<file path="src/rtl/wb_sched_if.sv">
// Instruction-scheduler handshake bundle: decoded-instruction inputs, wait-state completions,
// flush, and the register-write control outputs.
interface wb_sched_if;
   logic       start;
   logic [5:0] opcode;
   logic [5:0] funct;
   logic       mem_done;
   logic       md_done;
   logic       flush;
   logic [1:0] RegDstControl;
   logic       RegWrite;
   logic       busy;
   logic       done;
   logic       err;

   modport master (
      output start, opcode, funct, mem_done, md_done, flush,
      input  RegDstControl, RegWrite, busy, done, err
   );

   modport slave (
      input  start, opcode, funct, mem_done, md_done, flush,
      output RegDstControl, RegWrite, busy, done, err
   );
endinterface

</file>
<file path="src/rtl/wb_sched.sv">
// Multi-cycle writeback scheduler: classifies a decoded instruction and sequences
// EXEC / memory or mult-div wait / register write. Optional wait timeout: WB_SCHED_TIMEOUT_EN.
module wb_sched (
   input logic       clk,
   input logic       reset,
   wb_sched_if.slave bus
);

   typedef enum logic [2:0] {
      StIdle, StExec, StWaitMem, StWaitMd, StWrite, StDone
   } state_e;

   typedef enum logic [2:0] {
      ClsNone, ClsWrite, ClsMem, ClsMd, ClsIllegal
   } cls_e;

   state_e     state_q, state_d;
   cls_e       cls_q, dec_cls;
   logic [1:0] dst_q, dec_dst;
   logic       waiting, wait_hit, timeout, tmo_q;

   // Destination codes: 00=$29, 01=rt, 10=$31, 11=rd.
   always_comb begin
      dec_cls = ClsIllegal;
      dec_dst = 2'b00;
      case (bus.opcode)
         6'h00: begin
            if (bus.funct == 6'h08) begin
               dec_cls = ClsNone;
            end else if (bus.funct == 6'h18 || bus.funct == 6'h1A) begin
               dec_cls = ClsMd;
            end else begin
               dec_cls = ClsWrite;
               dec_dst = 2'b11;
            end
         end
         6'h20, 6'h21, 6'h23: begin
            dec_cls = ClsMem;
            dec_dst = 2'b01;
         end
         6'h08, 6'h09, 6'h0A, 6'h0F: begin
            dec_cls = ClsWrite;
            dec_dst = 2'b01;
         end
         6'h03: begin
            dec_cls = ClsWrite;
            dec_dst = 2'b10;
         end
         6'h02, 6'h04, 6'h05, 6'h28, 6'h29, 6'h2B: dec_cls = ClsNone;
         default: dec_cls = ClsIllegal;
      endcase
   end

   always_ff @(posedge clk or posedge reset) begin
      if (reset) begin
         cls_q <= ClsNone;
         dst_q <= 2'b00;
      end else if (state_q == StIdle && bus.start) begin
         cls_q <= dec_cls;
         dst_q <= dec_dst;
      end
   end

   assign waiting  = (state_q == StWaitMem) || (state_q == StWaitMd);
   assign wait_hit = (state_q == StWaitMem && bus.mem_done) || (state_q == StWaitMd && bus.md_done);

`ifdef WB_SCHED_TIMEOUT_EN
   logic [7:0] cnt_q;

   assign timeout = waiting && (cnt_q == 8'hFF);

   // Counter is cleared in EXEC so it reads zero on the first waiting cycle.
   always_ff @(posedge clk or posedge reset) begin
      if (reset) begin
         cnt_q <= 8'h00;
         tmo_q <= 1'b0;
      end else begin
         if (state_q == StExec) begin
            cnt_q <= 8'h00;
         end else if (waiting) begin
            cnt_q <= cnt_q + 8'd1;
         end
         if (state_q == StIdle) begin
            tmo_q <= 1'b0;
         end else if (timeout && !wait_hit && !bus.flush) begin
            tmo_q <= 1'b1;
         end
      end
   end
`else
   assign timeout = 1'b0;
   assign tmo_q   = 1'b0;
`endif

   always_ff @(posedge clk or posedge reset) begin
      if (reset) begin
         state_q <= StIdle;
      end else begin
         state_q <= state_d;
      end
   end

   always_comb begin
      state_d = state_q;
      if (bus.flush && state_q != StIdle) begin
         state_d = StIdle;
      end else begin
         unique case (state_q)
            StIdle: if (bus.start) state_d = StExec;
            StExec: begin
               if (cls_q == ClsMem)        state_d = StWaitMem;
               else if (cls_q == ClsMd)    state_d = StWaitMd;
               else if (cls_q == ClsWrite) state_d = StWrite;
               else                        state_d = StDone;
            end
            StWaitMem: begin
               if (bus.mem_done)  state_d = StWrite;
               else if (timeout)  state_d = StDone;
            end
            StWaitMd:  if (bus.md_done || timeout) state_d = StDone;
            StWrite:   state_d = StDone;
            StDone:    state_d = StIdle;
            default:   state_d = StIdle;
         endcase
      end
   end

   always_comb begin
      bus.busy          = (state_q != StIdle);
      bus.RegWrite      = (state_q == StWrite) && !bus.flush;
      bus.done          = (state_q == StDone) && !bus.flush;
      bus.err           = (state_q == StDone) && !bus.flush && (cls_q == ClsIllegal || tmo_q);
      bus.RegDstControl = (state_q == StIdle) ? 2'b00 : dst_q;
   end

endmodule
</file>
<file path="src/flat_wrapper.sv">
// flat-port wrapper written by rule: the top's interface ports become plain ports
module wb_sched_flat 
  (clk, reset, bus_start, bus_opcode, bus_funct, bus_mem_done, bus_md_done, bus_flush, bus_RegDstControl, bus_RegWrite, bus_busy, bus_done, bus_err);
  wb_sched_if bus_i ();
  input logic clk;
  input logic reset;
  input wire logic [$bits(bus_i.start)-1:0] bus_start;
  input wire logic [$bits(bus_i.opcode)-1:0] bus_opcode;
  input wire logic [$bits(bus_i.funct)-1:0] bus_funct;
  input wire logic [$bits(bus_i.mem_done)-1:0] bus_mem_done;
  input wire logic [$bits(bus_i.md_done)-1:0] bus_md_done;
  input wire logic [$bits(bus_i.flush)-1:0] bus_flush;
  output wire logic [$bits(bus_i.RegDstControl)-1:0] bus_RegDstControl;
  output wire logic [$bits(bus_i.RegWrite)-1:0] bus_RegWrite;
  output wire logic [$bits(bus_i.busy)-1:0] bus_busy;
  output wire logic [$bits(bus_i.done)-1:0] bus_done;
  output wire logic [$bits(bus_i.err)-1:0] bus_err;
  assign bus_i.start = bus_start;
  assign bus_i.opcode = bus_opcode;
  assign bus_i.funct = bus_funct;
  assign bus_i.mem_done = bus_mem_done;
  assign bus_i.md_done = bus_md_done;
  assign bus_i.flush = bus_flush;
  assign bus_RegDstControl = bus_i.RegDstControl;
  assign bus_RegWrite = bus_i.RegWrite;
  assign bus_busy = bus_i.busy;
  assign bus_done = bus_i.done;
  assign bus_err = bus_i.err;
  wb_sched u_core (.clk(clk), .reset(reset), .bus(bus_i));
endmodule
</file>
<file path="config.mk">
export PLATFORM = sky130hd
export DESIGN_NAME = wb_sched_flat
export DESIGN_NICKNAME = d
export VERILOG_FILES = /design/src/rtl/wb_sched_if.sv /design/src/rtl/wb_sched.sv /design/src/flat_wrapper.sv
export SDC_FILE = /design/constraint.sdc
export NUM_CORES = 1
export LEC_CHECK = 0
export CORE_UTILIZATION = 35
export CTS_BUF_LIST = sky130_fd_sc_hd__clkbuf_8
export DETAILED_ROUTE_END_ITERATION = 16
export SYNTH_ARGS = -nofsm -noshare
export SYNTH_HDL_FRONTEND = slang
export SYNTH_SLANG_ARGS = --single-unit
export TNS_END_PERCENT = 20
</file>
<file path="constraint.sdc">
create_clock -name clk -period 2.2 [get_ports clk]
set_clock_uncertainty 0.05 [all_clocks]
set_input_delay 0.22 -clock clk [delete_from_list [all_inputs] [get_ports clk]]
set_output_delay 0.22 -clock clk [all_outputs]
set_load 0.05 [all_outputs]
</file>
==> metrics <==
synth unique cells 44; cell area power density 719 nW/um^2; vias in the first global route 696; detailed placement HPWL 1350 um; Final Hold Viols 0; number of synthesized flops with an enable pin 0; post-synthesis sequential element count 8; worst endpoint required time 1930 ps; Die W 48.7 um; clock root cell clkbuf_8; drt drc 0; Slew Limit Fails 0; total global-route track usage 0.156; Mapped Cells 94; final setup violation count 0; Syn. warnings 0; pin count of the biggest net entering global routing 13; reg2reg start u_core.state_q[0]; cts repair resizes 0; period utilization 0.921; Vias/cell 5.43; diode count 0; Worst setup SP type flop; deepest clock path buffer count 2; Critical Path Source u_core.state_q[0]; # fillers 208; Die Height 48.7 um; Max IR drop VDD 0.290 mV; syn_area_per_cell 8.12 sq um; Layout Utilization 0.541; Crit Path Category reg2out; Post CTS Setup Buffer Count 0; initial antenna violation count 0; final std cells w/o fill 143; Initial DRT Pass Iterations 4; Seq/Total Area, Yosys 0.262; Worst Slack Setup Final 174 ps; capturing point of the worst reg2reg path u_core.dst_q[0]; Reg2Reg Depth 4; final wirelength 1660 um; hold_buf cts 0; post-route cell area 1080 sq um; Placed Area 1040 sq um; # clock sinks 8; Detail Route Antenna Nets 0; Initial Util 0.381; outcome finished, final reports clean; Buffers on Ports 23; layout cells sized above 1 0.155; Worst Max-Slew Pin Slew 493 ps; RSZ-0062 raised after global routing no; CTS tree done; Core Box Area 2000 sq um; CP arrival 1760 ps; drt wl/cell 11.6 um; f_max 493 MHz; IO Count 24; Max-slew headroom 0.670; FP Rows 16; Syn Std Cell Area 763 sq um; syn nets 112; P&R area growth vs syn 42.0%; CP Capture Type output pin; Max H-tree Level 1; total global routing overflow 0; reg2reg setup slack 620 ps; static leakage 0.428 nW; die area 2370 sq um; placed insts 140; commonest non-fill, non-tap cell in the layout clkdlybuf4s50_1; commonest non-fill, non-tap cells in the layout 20 x clkdlybuf4s50_1, 9 x nor2_1, 8 x nand2_1, 8 x dfrtp_1; critical-path maximum fanout 9; Placer Congestion 0.734; first-pass GRT wire length 2950 um; Iter 0 DRT Violations 12; Max-Cap Viols 0; asr flop ratio synth 1.00; Clock Latency Late Sink 220 ps; crit path time final 2030 ps; Hold Path Class in2async; pre-CTS WS 234 ps; DR vias 777; Worst-path clk slew 40 ps; Final nets 136; CP Capture Point bus_RegDstControl[1]; CTS Buf Count 3; ys flop type dfrtp_1
==> routing by layer <==
metal | share of wire | wire length (um) | vias to the layer above | GRT usage
met5 | 0 | 0 | - | 0
met4 | 0.0079 | 13 | 0 | 0.0588
met3 | 0.046 | 76 | 2 | 0.00943
met2 | 0.52 | 860 | 28 | 0.296
met1 | 0.43 | 705 | 356 | 0.181
li1 | - | - | 391 | -
==> Yosys cell counts, types with 3 or more instances <==
cell type / number / area, sq um
a21oi_1: 5 / 25.0
buf_2: 3 / 15.0
dfrtp_1: 8 / 200
inv_1: 5 / 18.8
nand2_1: 8 / 30.0
nor2_1: 9 / 33.8
nor2b_1: 5 / 31.3
nor3_1: 4 / 20.0
or3_1: 3 / 18.8
==> worst min path at each step <==
stage	to	cells after the start
finish	u_core.dst_q[1]	2
global route	u_core.cls_q[1]	2
CTS	u_core.cls_q[1]	2
detailed placement	u_core.dst_q[1]	2
global placement	u_core.dst_q[1]	2
floorplan	u_core.cls_q[0]	1
==> final cells by class <==
class,instances,area [sq um],share of cell area
clock buffers,3,41.3,0.0381
inverters,5,18.8,0.0173
multi-input cells,74,507,0.468
flip-flops and latches,8,200,0.185
well taps,27,33.8,0.0312
repair buffers,26,283,0.261
==> registers in the layout, indices dropped and copies added, names as in the netlist <==
name / cells
u_core.cls_q: 3
u_core.dst_q: 2
u_core.state_q: 3
==> report_power, final <==
group	total, W	internal, W	leakage [nW]	switching [W]
combinational	0.000376	0.000180	0.300	0.000196
clock	0.000165	0.000118	0.0216	0.0000476
sequential	0.000237	0.000180	0.107	0.0000565
==> cells by family after synthesis <==
kind of cell | synth area share
AND/OR/NAND/NOR | 0.338
multiplexers | 0.0148
AO/OA/AOI/OAI | 0.269
buffers and inverters | 0.0934
flip-flops | 0.262
XOR/XNOR | 0.0230
==> metrics by stage <==
step / total power [W] / TNS [ps] / hold WS (ps)
2_1_floorplan: 0.000509 / -126 / -14.3
3_3_place_gp: 0.000612 / 0 / 416
3_5_place_dp: 0.000618 / 0 / 420
4_1_cts: 0.000789 / 0 / 207
5_1_grt: 0.000836 / 0 / 238
6_report: 0.000779 / 0 / 197
==> critical path: stages, from the launching register on <==
cell and delay, ps:
dfrtp_1 480, nor3_4 290, nor2b_1 70, clkdlybuf4s50_1 700
(Power assumes the default switching activity.)
